### src/rtl/branch_resolve_unit_if.sv
// Issue-side bundle between decode/issue and branch_resolve_unit.
// master: the issuer drives the instruction fields and valid_i and observes ready_o.
// slave : the branch unit consumes the fields and drives ready_o.
// Signals:
//   valid_i / ready_o      : handshake; transfer when both are high on a clock edge
//   functionalUnitCode_i   : unit code; the instruction is ignored unless it matches
//   opCode_i, xOpCode_i    : primary and extended opcode
//   BO_i, BI_i             : branch options; CR bit select
//   imm_i                  : LI (b) or BD (bc, low 14 bits) displacement in words
//   AA_i, LK_i, is64Bit_i  : absolute addressing, link, 64-bit mode
//   instructionAddress_i   : CIA of the instruction
//   condReg_i              : CR snapshot, IBM bit numbering 32..63
// ADDR_WIDTH and IMM_WIDTH must match the parameters of the attached unit.
interface branch_resolve_unit_if #(
   parameter int unsigned ADDR_WIDTH = 64,
   parameter int unsigned IMM_WIDTH  = 24
);
   logic                  valid_i;
   logic                  ready_o;
   logic [2:0]            functionalUnitCode_i;
   logic [5:0]            opCode_i;
   logic [9:0]            xOpCode_i;
   logic [4:0]            BO_i;
   logic [4:0]            BI_i;
   logic [IMM_WIDTH-1:0]  imm_i;
   logic                  AA_i;
   logic                  LK_i;
   logic                  is64Bit_i;
   logic [ADDR_WIDTH-1:0] instructionAddress_i;
   logic [32:63]          condReg_i;

   modport master (
      output valid_i, functionalUnitCode_i, opCode_i, xOpCode_i, BO_i, BI_i,
             imm_i, AA_i, LK_i, is64Bit_i, instructionAddress_i, condReg_i,
      input  ready_o
   );

   modport slave (
      input  valid_i, functionalUnitCode_i, opCode_i, xOpCode_i, BO_i, BI_i,
             imm_i, AA_i, LK_i, is64Bit_i, instructionAddress_i, condReg_i,
      output ready_o
   );
endinterface

### src/rtl/branch_resolve_unit.sv
// Three-stage Power ISA branch resolution unit (b, bc, bclr, bcctr, optional bctar).
// S1 decode/target, S2 condition, S3 commit. Owns the architectural LR, CTR (and TAR)
// and squashes its own younger entries when a branch redirects fetch.
// Optional feature: define BRANCH_UNIT_TAR_EN to add the TAR register and bctar (xOpCode 560).
// Ports:
//   clock_i, reset_i       : clock; synchronous active-high reset
//   stall_i                : freezes every stage, blocks issue and SPR writes
//   iss (slave)            : issue bundle, see branch_resolve_unit_if
//   sprWe_i/sprSel_i/sprData_i : SPR write (0=LR, 1=CTR, 2=TAR), only taken when idle
//   redirect_o/redirectPC_o    : one-cycle flush+redirect pulse and next PC
//   done_o/taken_o/illegal_o   : retire pulse and its qualifiers
//   linkReg_o/countReg_o       : architectural LR and CTR
// ADDR_WIDTH must exceed 32 and IMM_WIDTH+2 must not exceed ADDR_WIDTH.
module branch_resolve_unit #(
   parameter int unsigned          ADDR_WIDTH       = 64,
   parameter int unsigned          IMM_WIDTH        = 24,
   parameter logic [ADDR_WIDTH-1:0] RESET_VECTOR    = '0,
   parameter logic [2:0]           BRANCH_UNIT_CODE = 3'd3
) (
   input  logic                  clock_i,
   input  logic                  reset_i,
   input  logic                  stall_i,
   branch_resolve_unit_if.slave  iss,
   input  logic                  sprWe_i,
   input  logic [1:0]            sprSel_i,
   input  logic [ADDR_WIDTH-1:0] sprData_i,
   output logic                  redirect_o,
   output logic [ADDR_WIDTH-1:0] redirectPC_o,
   output logic                  done_o,
   output logic                  taken_o,
   output logic                  illegal_o,
   output logic [ADDR_WIDTH-1:0] linkReg_o,
   output logic [ADDR_WIDTH-1:0] countReg_o
);

   localparam int unsigned LI_EXT = ADDR_WIDTH - IMM_WIDTH - 2;
   localparam int unsigned BD_EXT = ADDR_WIDTH - 16;
   localparam logic [ADDR_WIDTH-1:0] LOW32_MASK = {{(ADDR_WIDTH-32){1'b0}}, 32'hFFFF_FFFF};

   // internal branch kinds
   localparam logic [2:0] K_B     = 3'd0;
   localparam logic [2:0] K_BC    = 3'd1;
   localparam logic [2:0] K_BCLR  = 3'd2;
   localparam logic [2:0] K_BCCTR = 3'd3;
   localparam logic [2:0] K_BCTAR = 3'd4;

   // BO is kept as bits [4:1] in little-endian order: [4]=BO0, [3]=BO1, [2]=BO2, [1]=BO3
   typedef struct packed {
      logic [2:0]            kind;
      logic [4:1]            bo;
      logic                  cr_bit;
      logic [IMM_WIDTH-1:0]  imm;
      logic                  aa;
      logic                  lk;
      logic                  is64;
      logic [ADDR_WIDTH-1:0] cia;
   } s1_t;

   typedef struct packed {
      logic [2:0]            kind;
      logic [4:1]            bo;
      logic                  cr_bit;
      logic                  lk;
      logic                  is64;
      logic [ADDR_WIDTH-1:0] cia;
      logic [ADDR_WIDTH-1:0] target;
   } s2_t;

   typedef struct packed {
      logic                  taken;
      logic                  illegal;
      logic                  dec_ctr;
      logic                  lk;
      logic                  is64;
      logic [ADDR_WIDTH-1:0] cia;
      logic [ADDR_WIDTH-1:0] target;
   } s3_t;

   logic s1_valid_q, s1_valid_d;
   logic s2_valid_q, s2_valid_d;
   logic s3_valid_q, s3_valid_d;
   s1_t  s1_q, s1_d;
   s2_t  s2_q, s2_d;
   s3_t  s3_q, s3_d;

   logic [ADDR_WIDTH-1:0] lr_q, lr_d;
   logic [ADDR_WIDTH-1:0] ctr_q, ctr_d;
`ifdef BRANCH_UNIT_TAR_EN
   logic [ADDR_WIDTH-1:0] tar_q, tar_d;
`endif

   logic                  redirect_q, redirect_d;
   logic [ADDR_WIDTH-1:0] redirect_pc_q, redirect_pc_d;
   logic                  done_q, done_d;
   logic                  taken_q, taken_d;
   logic                  illegal_q, illegal_d;

   logic       dec_known;
   logic [2:0] dec_kind;
   logic       rd_lr;
   logic       rd_ctr;
   logic       hazard;
   logic       ready_c;
   logic       accept;
   logic       unused_bo_hint;

   // BO4 is a prediction hint with no architectural effect
   assign unused_bo_hint = iss.BO_i[0];

   // Decode of the offered instruction and the SPRs it reads
   always_comb begin
      dec_known = 1'b0;
      dec_kind  = K_B;
      if (iss.functionalUnitCode_i == BRANCH_UNIT_CODE) begin
         case (iss.opCode_i)
            6'd18: begin dec_known = 1'b1; dec_kind = K_B;  end
            6'd16: begin dec_known = 1'b1; dec_kind = K_BC; end
            6'd19: begin
               case (iss.xOpCode_i)
                  10'd16:  begin dec_known = 1'b1; dec_kind = K_BCLR;  end
                  10'd528: begin dec_known = 1'b1; dec_kind = K_BCCTR; end
`ifdef BRANCH_UNIT_TAR_EN
                  10'd560: begin dec_known = 1'b1; dec_kind = K_BCTAR; end
`endif
                  default: ;
               endcase
            end
            default: ;
         endcase
      end
      rd_lr  = dec_known & (dec_kind == K_BCLR);
      rd_ctr = dec_known & ((dec_kind == K_BCCTR) | ((dec_kind != K_B) & ~iss.BO_i[2]));
   end

   // Interlock: an LR/CTR writer in S1 or S2 would commit after the reader samples it
   always_comb begin
      hazard = (rd_lr  & ((s1_valid_q & s1_q.lk) | (s2_valid_q & s2_q.lk))) |
               (rd_ctr & ((s1_valid_q & (s1_q.kind != K_B) & ~s1_q.bo[2]) |
                          (s2_valid_q & (s2_q.kind != K_B) & ~s2_q.bo[2])));
   end

   assign ready_c     = ~reset_i & ~stall_i & ~hazard;
   assign iss.ready_o = ready_c;
   assign accept      = iss.valid_i & ready_c;

   // S1 -> S2: target generation
   logic [ADDR_WIDTH-1:0] li_ext, bd_ext, base, tgt;
   always_comb begin
      li_ext = {{LI_EXT{s1_q.imm[IMM_WIDTH-1]}}, s1_q.imm, 2'b00};
      bd_ext = {{BD_EXT{s1_q.imm[13]}}, s1_q.imm[13:0], 2'b00};
      base   = s1_q.aa ? '0 : s1_q.cia;
      case (s1_q.kind)
         K_B:     tgt = li_ext + base;
         K_BC:    tgt = bd_ext + base;
         K_BCLR:  tgt = {lr_q[ADDR_WIDTH-1:2], 2'b00};
         K_BCCTR: tgt = {ctr_q[ADDR_WIDTH-1:2], 2'b00};
`ifdef BRANCH_UNIT_TAR_EN
         K_BCTAR: tgt = {tar_q[ADDR_WIDTH-1:2], 2'b00};
`endif
         default: tgt = '0;
      endcase
   end

   // S2 -> S3: condition evaluation
   logic [ADDR_WIDTH-1:0] ctr_m1;
   logic ctr_nz, ctr_ok, cond_ok, is_illegal, uses_bo;
   always_comb begin
      ctr_m1     = ctr_q - ADDR_WIDTH'(1);
      ctr_nz     = s2_q.is64 ? (ctr_m1 != '0) : (ctr_m1[31:0] != 32'd0);
      ctr_ok     = s2_q.bo[2] | (ctr_nz ^ s2_q.bo[1]);
      cond_ok    = s2_q.bo[4] | (s2_q.cr_bit == s2_q.bo[3]);
      uses_bo    = (s2_q.kind != K_B);
      is_illegal = (s2_q.kind == K_BCCTR) & ~s2_q.bo[2];
   end

   // S3: next instruction address, upper word cleared in 32-bit mode
   logic [ADDR_WIDTH-1:0] next_pc;
   always_comb begin
      next_pc = s3_q.taken ? s3_q.target : (s3_q.cia + ADDR_WIDTH'(4));
      if (!s3_q.is64) next_pc = next_pc & LOW32_MASK;
   end

   // Next-state: pipeline advance, commit, SPR write
   logic commit_flush;
   always_comb begin
      s1_valid_d    = s1_valid_q;
      s2_valid_d    = s2_valid_q;
      s3_valid_d    = s3_valid_q;
      s1_d          = s1_q;
      s2_d          = s2_q;
      s3_d          = s3_q;
      lr_d          = lr_q;
      ctr_d         = ctr_q;
`ifdef BRANCH_UNIT_TAR_EN
      tar_d         = tar_q;
`endif
      redirect_d    = 1'b0;
      done_d        = 1'b0;
      taken_d       = taken_q;
      illegal_d     = illegal_q;
      redirect_pc_d = redirect_pc_q;
      commit_flush  = 1'b0;

      if (!stall_i) begin
         if (s3_valid_q) begin
            done_d    = 1'b1;
            taken_d   = s3_q.taken;
            illegal_d = s3_q.illegal;
            if (!s3_q.illegal) begin
               redirect_d    = 1'b1;
               redirect_pc_d = next_pc;
               commit_flush  = 1'b1;
               if (s3_q.dec_ctr) ctr_d = ctr_q - ADDR_WIDTH'(1);
               if (s3_q.lk)      lr_d  = s3_q.cia + ADDR_WIDTH'(4);
            end
         end else if (sprWe_i && !s1_valid_q && !s2_valid_q && !iss.valid_i) begin
            case (sprSel_i)
               2'd0: lr_d  = sprData_i;
               2'd1: ctr_d = sprData_i;
`ifdef BRANCH_UNIT_TAR_EN
               2'd2: tar_d = sprData_i;
`endif
               default: ;
            endcase
         end

         // the instruction accepted on the commit edge is already on the redirected path
         s1_valid_d   = accept & dec_known;
         s1_d         = '0;
         s1_d.kind    = dec_kind;
         s1_d.bo      = iss.BO_i[4:1];
         s1_d.cr_bit  = iss.condReg_i[{1'b1, iss.BI_i}];
         s1_d.imm     = iss.imm_i;
         s1_d.aa      = iss.AA_i;
         s1_d.lk      = iss.LK_i;
         s1_d.is64    = iss.is64Bit_i;
         s1_d.cia     = iss.instructionAddress_i;

         s2_valid_d   = s1_valid_q & ~commit_flush;
         s2_d         = '0;
         s2_d.kind    = s1_q.kind;
         s2_d.bo      = s1_q.bo;
         s2_d.cr_bit  = s1_q.cr_bit;
         s2_d.lk      = s1_q.lk;
         s2_d.is64    = s1_q.is64;
         s2_d.cia     = s1_q.cia;
         s2_d.target  = tgt;

         s3_valid_d   = s2_valid_q & ~commit_flush;
         s3_d         = '0;
         s3_d.taken   = ~is_illegal & (uses_bo ? (ctr_ok & cond_ok) : 1'b1);
         s3_d.illegal = is_illegal;
         s3_d.dec_ctr = uses_bo & ~s2_q.bo[2] & ~is_illegal;
         s3_d.lk      = s2_q.lk;
         s3_d.is64    = s2_q.is64;
         s3_d.cia     = s2_q.cia;
         s3_d.target  = s2_q.target;
      end
   end

   // State registers
   always_ff @(posedge clock_i) begin
      if (reset_i) begin
         s1_valid_q    <= 1'b0;
         s2_valid_q    <= 1'b0;
         s3_valid_q    <= 1'b0;
         s1_q          <= '0;
         s2_q          <= '0;
         s3_q          <= '0;
         lr_q          <= '0;
         ctr_q         <= '0;
`ifdef BRANCH_UNIT_TAR_EN
         tar_q         <= '0;
`endif
         redirect_q    <= 1'b0;
         redirect_pc_q <= RESET_VECTOR;
         done_q        <= 1'b0;
         taken_q       <= 1'b0;
         illegal_q     <= 1'b0;
      end else begin
         s1_valid_q    <= s1_valid_d;
         s2_valid_q    <= s2_valid_d;
         s3_valid_q    <= s3_valid_d;
         s1_q          <= s1_d;
         s2_q          <= s2_d;
         s3_q          <= s3_d;
         lr_q          <= lr_d;
         ctr_q         <= ctr_d;
`ifdef BRANCH_UNIT_TAR_EN
         tar_q         <= tar_d;
`endif
         redirect_q    <= redirect_d;
         redirect_pc_q <= redirect_pc_d;
         done_q        <= done_d;
         taken_q       <= taken_d;
         illegal_q     <= illegal_d;
      end
   end

   assign redirect_o   = redirect_q;
   assign redirectPC_o = redirect_pc_q;
   assign done_o       = done_q;
   assign taken_o      = taken_q;
   assign illegal_o    = illegal_q;
   assign linkReg_o    = lr_q;
   assign countReg_o   = ctr_q;

endmodule

### src/flat_wrapper.sv
// flat-port wrapper written by rule: the top's interface ports become plain ports
module branch_resolve_unit_flat 
#(
   parameter int unsigned          ADDR_WIDTH       = 64,
   parameter int unsigned          IMM_WIDTH        = 24,
   parameter logic [ADDR_WIDTH-1:0] RESET_VECTOR    = '0,
   parameter logic [2:0]           BRANCH_UNIT_CODE = 3'd3
)
  (clock_i, reset_i, stall_i, sprWe_i, sprSel_i, sprData_i, redirect_o, redirectPC_o, done_o, taken_o, illegal_o, linkReg_o, countReg_o, iss_valid_i, iss_functionalUnitCode_i, iss_opCode_i, iss_xOpCode_i, iss_BO_i, iss_BI_i, iss_imm_i, iss_AA_i, iss_LK_i, iss_is64Bit_i, iss_instructionAddress_i, iss_condReg_i, iss_ready_o);
  branch_resolve_unit_if #(.ADDR_WIDTH(ADDR_WIDTH), .IMM_WIDTH(IMM_WIDTH)) iss_i ();
  input  logic clock_i;
  input  logic reset_i;
  input  logic stall_i;
  input  logic sprWe_i;
  input  logic [1:0] sprSel_i;
  input  logic [ADDR_WIDTH-1:0] sprData_i;
  output logic redirect_o;
  output logic [ADDR_WIDTH-1:0] redirectPC_o;
  output logic done_o;
  output logic taken_o;
  output logic illegal_o;
  output logic [ADDR_WIDTH-1:0] linkReg_o;
  output logic [ADDR_WIDTH-1:0] countReg_o;
  input wire logic [$bits(iss_i.valid_i)-1:0] iss_valid_i;
  input wire logic [$bits(iss_i.functionalUnitCode_i)-1:0] iss_functionalUnitCode_i;
  input wire logic [$bits(iss_i.opCode_i)-1:0] iss_opCode_i;
  input wire logic [$bits(iss_i.xOpCode_i)-1:0] iss_xOpCode_i;
  input wire logic [$bits(iss_i.BO_i)-1:0] iss_BO_i;
  input wire logic [$bits(iss_i.BI_i)-1:0] iss_BI_i;
  input wire logic [$bits(iss_i.imm_i)-1:0] iss_imm_i;
  input wire logic [$bits(iss_i.AA_i)-1:0] iss_AA_i;
  input wire logic [$bits(iss_i.LK_i)-1:0] iss_LK_i;
  input wire logic [$bits(iss_i.is64Bit_i)-1:0] iss_is64Bit_i;
  input wire logic [$bits(iss_i.instructionAddress_i)-1:0] iss_instructionAddress_i;
  input wire logic [$bits(iss_i.condReg_i)-1:0] iss_condReg_i;
  output wire logic [$bits(iss_i.ready_o)-1:0] iss_ready_o;
  assign iss_i.valid_i = iss_valid_i;
  assign iss_i.functionalUnitCode_i = iss_functionalUnitCode_i;
  assign iss_i.opCode_i = iss_opCode_i;
  assign iss_i.xOpCode_i = iss_xOpCode_i;
  assign iss_i.BO_i = iss_BO_i;
  assign iss_i.BI_i = iss_BI_i;
  assign iss_i.imm_i = iss_imm_i;
  assign iss_i.AA_i = iss_AA_i;
  assign iss_i.LK_i = iss_LK_i;
  assign iss_i.is64Bit_i = iss_is64Bit_i;
  assign iss_i.instructionAddress_i = iss_instructionAddress_i;
  assign iss_i.condReg_i = iss_condReg_i;
  assign iss_ready_o = iss_i.ready_o;
  branch_resolve_unit #(.ADDR_WIDTH(ADDR_WIDTH), .IMM_WIDTH(IMM_WIDTH), .RESET_VECTOR(RESET_VECTOR), .BRANCH_UNIT_CODE(BRANCH_UNIT_CODE)) u_core (.clock_i(clock_i), .reset_i(reset_i), .stall_i(stall_i), .iss(iss_i), .sprWe_i(sprWe_i), .sprSel_i(sprSel_i), .sprData_i(sprData_i), .redirect_o(redirect_o), .redirectPC_o(redirectPC_o), .done_o(done_o), .taken_o(taken_o), .illegal_o(illegal_o), .linkReg_o(linkReg_o), .countReg_o(countReg_o));
endmodule
### config.mk
export PLATFORM = sky130hd
export DESIGN_NAME = branch_resolve_unit_flat
export DESIGN_NICKNAME = d
export VERILOG_FILES = /design/src/rtl/branch_resolve_unit_if.sv /design/src/rtl/branch_resolve_unit.sv /design/src/flat_wrapper.sv
export SDC_FILE = /design/constraint.sdc
export NUM_CORES = 1
export LEC_CHECK = 0
export ABC_AREA = 1
export CAP_MARGIN = 5
export CORE_UTILIZATION = 45
export CTS_BUF_LIST = sky130_fd_sc_hd__clkbuf_2
export DETAILED_ROUTE_END_ITERATION = 7
export PLACE_DENSITY = 0.7
export SYNTH_ARGS = -nofsm -noshare
export SYNTH_HDL_FRONTEND = slang
export SYNTH_SLANG_ARGS = --single-unit
### constraint.sdc
create_clock -name clock_i -period 5 [get_ports clock_i]
set_input_delay 1.25 -clock clock_i [delete_from_list [all_inputs] [get_ports clock_i]]
set_output_delay 1.25 -clock clock_i [all_outputs]
set_load 0.02 [all_outputs]
==> impl_metrics.env, run 1 <==
export IMPL_status="finished, final reports clean"
export IMPL_synth_edf_count=0
export IMPL_p_per_area_nw_per_um2=274
export IMPL_path_cells="clkdlybuf4s50_1 > inv_1 > nor4_1 > nand3_1 > nor2_1 > nor2_1 > nand3b_1 > nand2_1 > a41oi_1 > clkdlybuf4s50_1"
export IMPL_slowest_stage="clkdlybuf4s50_1"
export IMPL_drt_iter0_drc=3659
export IMPL_grt_ovfl_total=0
export IMPL_nNetsFinal=4997
export IMPL_hold_buffers=0
export IMPL_firstDrtPassIters=8
export IMPL_rows=93
export IMPL_cts_tree="done"
export IMPL_ys_types=59
export IMPL_cts_sinks=567
export IMPL_switching_share=0.335
export IMPL_postSynthRegisterBits=567
export IMPL_ant_nets=0
export IMPL_p_switching_mw=3.29
export IMPL_syn_avg_cell_area_um2=6.90
export IMPL_worstPathArrival_ps=3440
export IMPL_clock_root_buffer="clkbuf_2"
export IMPL_fin_util=0.554
export IMPL_critical_path_depth=10
export IMPL_post_route_drc_count=0
export IMPL_async_flop_share=0
export IMPL_grt_total_usage=0.363
export IMPL_setup_viol=0
export IMPL_fp_dieH_um=259
export IMPL_gr_usage_met3=0.0717
export IMPL_drive_gt1_frac=0.0862
export IMPL_gp_congestion=1.01
export IMPL_setup_tns_ps=0
export IMPL_dieArea_um2=66900
export IMPL_yosys_warnings=0
export IMPL_wl_per_cell_um=21.9
export IMPL_crit_path_start="iss_opCode_i[4]"
export IMPL_grt_max_degree=100
export IMPL_netlist_area_um2=29700
export IMPL_port_buffers=418
export IMPL_htree_levels=4
export IMPL_syn_instance_count=4298
export IMPL_syn_to_final_growth_pct=21.1
export IMPL_hpwl_um=96300
export IMPL_cts_reportedPaths_clkPinSlew_ps=100
export IMPL_crit_path_max_fanout=3
export IMPL_power_frac_seq=0.487
export IMPL_r2r_cells=16
export IMPL_slew_limit_headroom=0.292
export IMPL_ir_worst_vdd_mv=0.195
export IMPL_crit_path_end="iss_ready_o"
export IMPL_num_vias=32100
export IMPL_coreArea_um2=64800
export IMPL_io_pins=420
export IMPL_worstSetupEndpointType="primary output"
export IMPL_hp_start="u_core.s2_q[28]"
export IMPL_finalMaxSlewViolations=0
export IMPL_p_int_mw=6.53
export IMPL_grt_first_pass_wirelength_um=183000
export IMPL_fin_crit_ps=4690
export IMPL_min_period_over_period=0.938
export IMPL_die_x_um=259
export IMPL_path_buf_inv=3
export IMPL_slowest_delay_ps=650
export IMPL_tightest_slew_ps=1060
export IMPL_hold_path_class="flip-flop to flip-flop"
export IMPL_ys_seq_area_frac=0.383
export IMPL_rsz0062_at_grt="false"
export IMPL_cp_start_kind="input port"
export IMPL_synth_main_ff_cell="dfxtp_1"
export IMPL_totalWireLength_um=124000
export IMPL_r2r_start="u_core.s1_q[96]"
export IMPL_layout_commonest_cell="nand2_1"
export IMPL_path_delay_family="buffers and inverters"
export IMPL_clockBufferDepth=3
export IMPL_final_cell_mix="nand2_1, dfxtp_1, o21ai_0"
export IMPL_cts_resized=0
export IMPL_required_ps=3750
export IMPL_via_per_inst=5.66
export IMPL_synth_fp_nets=4586
export IMPL_cts_buffers_inserted=151
export IMPL_use_met2=0.586
export IMPL_antenna_found_initial=4
export IMPL_r2r_slack_ps=920
export IMPL_maxCapViolCount=0
export IMPL_hold_slack_ps=348
export IMPL_grt_busiest_layer="met2"
export IMPL_fin_skew_ps=178
export IMPL_power_leakage_nw=14.2
export IMPL_power_frac_clock=0.332
export IMPL_cts_setup_buffers=0
export IMPL_worstReg2RegEnd="u_core.s2_q[54]"
export IMPL_max_freq_mhz=213
export IMPL_first_global_vias=29900
export IMPL_start_util=0.457
export IMPL_finalPower_mw=9.82
export IMPL_hold_violations=0
export IMPL_worstSetupPathType="input port to primary output"
export IMPL_combPwrFrac=0.181
export IMPL_worstSkewPairLatency_ps=1480
export IMPL_grtUsageMet1=0.471
power by group through the flow:
stage,Sequential [mW],Clock (mW),Combinational [mW]
2_1_floorplan,4.87,0,1.01
3_3_place_gp,4.88,0,1.73
3_5_place_dp,4.89,0,1.73
4_1_cts,4.78,3.31,1.74
5_1_grt,4.80,3.53,1.93
6_report,4.79,3.26,1.78
layout make-up:
class	instances	area, um2
clock buffers	219	1100
flip-flops and latches	567	11400
repair buffers	461	4610
diodes	6	15.0
inverters	513	1940
clock inverters	27	190
fillers	6566	28900
well taps	855	1070
multi-input cells	3015	15600
tightest hold or removal path, delay by kind of cell (launching register included):
| family | cells | cell delay (ps) |
|---|---|---|
| DFF | 1 | 340 |
| and+or+nand+nor | 1 | 50 |
| AOI/OAI and AO/OA | 1 | 50 |
cells by family (layout without fill, tap and decap cells):
| group | after synthesis | in the layout | synth area share |
|---|---|---|---|
| simple gates | 1719 | 1719 | 0.249 |
| compound gates | 1151 | 1151 | 0.225 |
| buf+inv | 716 | 1220 | 0.0917 |
| flops | 567 | 567 | 0.383 |
| xor+xnor | 80 | 80 | 0.0236 |
| fa+ha+maj | 65 | 65 | 0.0277 |
| other cells | 0 | 6 | 0 |
per-stage QoR:
step                      instance area (um2)  instances  worst slack (ps)
final                                   35900       5663               308
after global routing                    35900       5662               153
after CTS                               35900       5657               292
after detailed placement                34600       5411               306
after global placement                  34600       5411               317
after floorplan                         29700       4298               665
state kept, by name (all words and copies together) (netlist names):
signal,flops
u_core.bd_ext,14
u_core.countReg_o,64
u_core.done_o,1
u_core.illegal_o,1
u_core.li_ext,10
u_core.linkReg_o,64
u_core.redirectPC_o,64
u_core.redirect_o,1
u_core.s1_q,74
u_core.s1_valid_q,1
u_core.s2_q,137
u_core.s2_valid_q,1
u_core.s3_q,133
u_core.s3_valid_q,1
u_core.taken_o,1
per-layer routing:
metal	vias up	wire length, um	share of wire
met4	2	5130	0.041
met5	-	13	0.00010
met2	1593	56500	0.46
met3	261	11300	0.092
met1	14900	51000	0.41
li1	15300	-	-
Yosys cell counts, types with 15 or more instances:
| cell | number | area share |
|---|---|---|
| nor2_2 | 15 | 0.0032 |
| o21ai_0 | 529 | 0.089 |
| a41oi_1 | 27 | 0.0080 |
| nand2_1 | 914 | 0.12 |
| xnor2_1 | 17 | 0.0050 |
| nor3_1 | 44 | 0.0074 |
| ha_1 | 64 | 0.027 |
| o22ai_1 | 136 | 0.029 |
| buf_2 | 25 | 0.0042 |
| a32o_1 | 19 | 0.0064 |
| inv_1 | 503 | 0.064 |
| a21oi_1 | 178 | 0.030 |
| clkbuf_1 | 163 | 0.021 |
| or2_2 | 49 | 0.010 |
| a22o_1 | 25 | 0.0074 |
| a31oi_1 | 137 | 0.029 |
| a221oi_1 | 34 | 0.010 |
| nand3b_1 | 18 | 0.0046 |
| nor2_1 | 442 | 0.056 |
| buf_1 | 15 | 0.0019 |
| xor2_1 | 63 | 0.019 |
| nor2_4 | 15 | 0.0057 |
| nand4_1 | 28 | 0.0059 |
| dfxtp_1 | 567 | 0.38 |
| nand3_1 | 135 | 0.023 |
how the worst min path moves through the flow:
stage / endpoint / slack [ps] / cells after the start
floorplan: u_core.s3_q[32] / 410 / 2
global placement: u_core.s3_q[32] / 420 / 2
detailed placement: u_core.s3_q[56] / 430 / 2
CTS: u_core.s1_q[2] / 280 / 3
global route: u_core.s1_q[92] / 360 / 3
finish: u_core.s3_q[28] / 350 / 2
Power figures use the tool's default switching activity.
==> run 2, diff against run 1 <==
ABC_AREA = not set   (was 1)
PLACE_DENSITY = 0.71   (was 0.7)
==> impl_metrics.env, run 2 <==
export IMPL_ant_nets=0
export IMPL_slowest_stage="ha_1"
export IMPL_rsz0062_at_grt="false"
export IMPL_worstPathArrival_ps=5900
export IMPL_fin_skew_ps=83.9
export IMPL_yosys_warnings=0
export IMPL_ys_types=77
export IMPL_synth_adder_area_share=0.0278
export IMPL_reg_top3="u_core.s2_q (137), u_core.s3_q (133), u_core.s1_q (74)"
export IMPL_required_ps=6250
export IMPL_postSynthRegisterBits=567
export IMPL_die_x_um=258
export IMPL_synth_fp_nets=3927
export IMPL_syn_avg_cell_area_um2=8.11
export IMPL_fp_dieH_um=258
export IMPL_hold_path_class="input port to flip-flop"
export IMPL_synth_area_top_cells="dfxtp_1, mux2i_1, nor2_1"
export IMPL_worstSetupPathType="flip-flop to flip-flop"
export IMPL_crit_path_start="u_core.s1_q[97]"
export IMPL_setup_slack_ps=349
export IMPL_r2r_cells=13
export IMPL_totalWireLength_um=101000
export IMPL_cts_buffers_inserted=149
export IMPL_drive_gt1_frac=0.0804
export IMPL_io_pins=420
export IMPL_synthSimpleGateAreaFrac=0.203
export IMPL_place_ws_ps=180
export IMPL_syn_instance_count=3639
export IMPL_netlist_area_um2=29500
export IMPL_drt_iter0_drc=2976
export IMPL_synth_compound_area_frac=0.170
export IMPL_synth_top_family_by_area="simple AND/OR/NAND/NOR gates"
export IMPL_hold_violations=0
export IMPL_post_route_drc_count=0
export IMPL_fin_crit_ps=4650
export IMPL_yosys_area_top_type="dfxtp_1"
export IMPL_setup_viol=0
export IMPL_synthXorXnorAreaFrac=0.0418
export IMPL_wl_met1_um=46700
export IMPL_cts_tree="done"
export IMPL_coreArea_um2=64600
export IMPL_firstDrtPassIters=5
export IMPL_final_cell_mix="nor2_1, dfxtp_1, clkdlybuf4s50_1"
export IMPL_gp_congestion=0.960
export IMPL_hold_buffers=0
export IMPL_grt_total_usage=0.294
export IMPL_worstReg2RegEnd="u_core.s2_q[53]"
export IMPL_wl_per_cell_um=20.5
export IMPL_ys_seq_area_frac=0.385
export IMPL_synth_mux_area_frac=0.133
export IMPL_clockBufferDepth=3
export IMPL_clock_root_buffer="clkbuf_2"
export IMPL_crit_path_max_fanout=15
export IMPL_crit_path_end="u_core.s2_q[53]"
export IMPL_tightest_slew_ps=1060
export IMPL_synth_most_common_cell="nor2_1"
export IMPL_cp_start_kind="flip-flop"
export IMPL_grt_ovfl_total=0
export IMPL_setup_tns_ps=0
export IMPL_slew_limit_headroom=0.290
export IMPL_port_buffers=418
export IMPL_async_flop_share=0
export IMPL_syn_to_final_growth_pct=20.1
export IMPL_antenna_found_initial=3
export IMPL_maxCapViolCount=0
export IMPL_grt_first_pass_wirelength_um=151000
export IMPL_synth_edf_count=0
export IMPL_path_delay_family="simple AND/OR/NAND/NOR gates"
export IMPL_synth_commonest_cells="nor2_1, dfxtp_1, mux2i_1"
export IMPL_start_util=0.457
export IMPL_top_register="u_core.s2_q"
export IMPL_top_layer="met5"
export IMPL_largest_reg_flops=137
export IMPL_dieArea_um2=66600
export IMPL_ir_worst_vdd_mv=0.175
export IMPL_path_buf_inv=1
export IMPL_wl_met2_um=41700
export IMPL_cts_sinks=567
export IMPL_via_per_inst=5.69
export IMPL_htree_levels=4
export IMPL_dr_wl_met3_um=10600
export IMPL_r2r_slack_ps=350
export IMPL_first_global_vias=25100
export IMPL_max_freq_mhz=215
export IMPL_hpwl_um=74000
export IMPL_power_leakage_nw=14.2
export IMPL_worstSkewPairLatency_ps=1380
export IMPL_nNetsFinal=4262
export IMPL_synth_main_ff_cell="dfxtp_1"
export IMPL_grt_max_degree=218
export IMPL_hold_slack_ps=295
export IMPL_p_per_area_nw_per_um2=272
export IMPL_path_cells="inv_1 > nand3_1 > nand2_1 > ha_1 > nand4_1 > nor2_1 > o211ai_1 > a311oi_1 > o21ai_1 > or3_1 > a21boi_0 > mux2_2 > a211oi_1"
export IMPL_critical_path_depth=13
export IMPL_slowest_delay_ps=620
export IMPL_layout_commonest_cell="nor2_1"
export IMPL_yosysTopAreaCellShare=0.385
export IMPL_worstSetupEndpointType="flip-flop"
export IMPL_r2r_start="u_core.s1_q[97]"
export IMPL_rows=93
export IMPL_min_period_over_period=0.930
export IMPL_num_vias=28100
export IMPL_cts_reportedPaths_clkPinSlew_ps=100
export IMPL_nFillCells=6176
export IMPL_finalMaxSlewViolations=0
export IMPL_status="finished, final reports clean"
## run 2: final cells by class
type                    count  area (um2)  share of cell area
multi-input cells        2768       17000               0.480
flip-flops and latches    567       11400               0.321
repair buffers            457        4550               0.128
well taps                 855        1070              0.0302
clock buffers             207        1040              0.0292
clock inverters            38         277             0.00780
inverters                  31         116             0.00328
diodes                      7        17.5            0.000494
## run 2: per-layer routing
metal,GRT usage,vias to the layer above
met3,0.0686,132
met4,0.0825,2
met5,0,-
met1,0.444,13100
met2,0.411,1281
li1,-,13500
## run 2: stage by stage
step | area (um2) | total power [mW] | instances | utilization
2_1_floorplan | 29500 | 5.86 | 3639 | -
3_3_place_gp | 34100 | 6.42 | 4678 | 0.528
3_5_place_dp | 34100 | 6.43 | 4678 | 0.528
4_1_cts | 35400 | 9.68 | 4923 | 0.549
5_1_grt | 35500 | 10.1 | 4930 | 0.549
6_report | 35500 | 9.63 | 4930 | 0.549
## run 2: where the power goes
group / total (mW) / internal, mW / leakage, nW / switching [mW]
registers: 4.82 / 4.66 / 4.61 / 0.155
logic: 1.55 / 0.663 / 8.60 / 0.882
clock network: 3.27 / 1.31 / 0.981 / 1.95
total: 9.63 / 6.64 / 14.2 / 2.99
## run 2: kinds of logic (layout without fill, tap and decap cells)
kind of cell	after synthesis	in the layout
and+or+nand+nor	1368	1368
AOI/OAI and AO/OA	816	816
DFF	567	567
muxes	378	378
buffers and inverters	304	733
xor gates and xnor gates	141	141
adders and majority gates	65	65
other	0	7
## run 2: how the worst min path moves through the flow
stage	startpoint	to	slack [ps]	cells after the start
final	reset_i	u_core.linkReg_o[35]	290	2
after global routing	reset_i	u_core.s3_q[32]	200	2
after CTS	reset_i	u_core.s3_q[28]	160	2
after detailed placement	u_core.redirectPC_o[49]	u_core.redirectPC_o[49]	450	2
after global placement	u_core.redirectPC_o[47]	u_core.redirectPC_o[47]	440	2
after floorplan	u_core.s2_q[41]	u_core.s2_q[41]	440	2
## run 2: what timing repair did
item | in CTS | in global routing
resized for setup | 0 | 3
endpoints found under the setup margin | 0 | 3
setup buffers | 0 | 0
endpoints found under the hold margin | 0 | 0
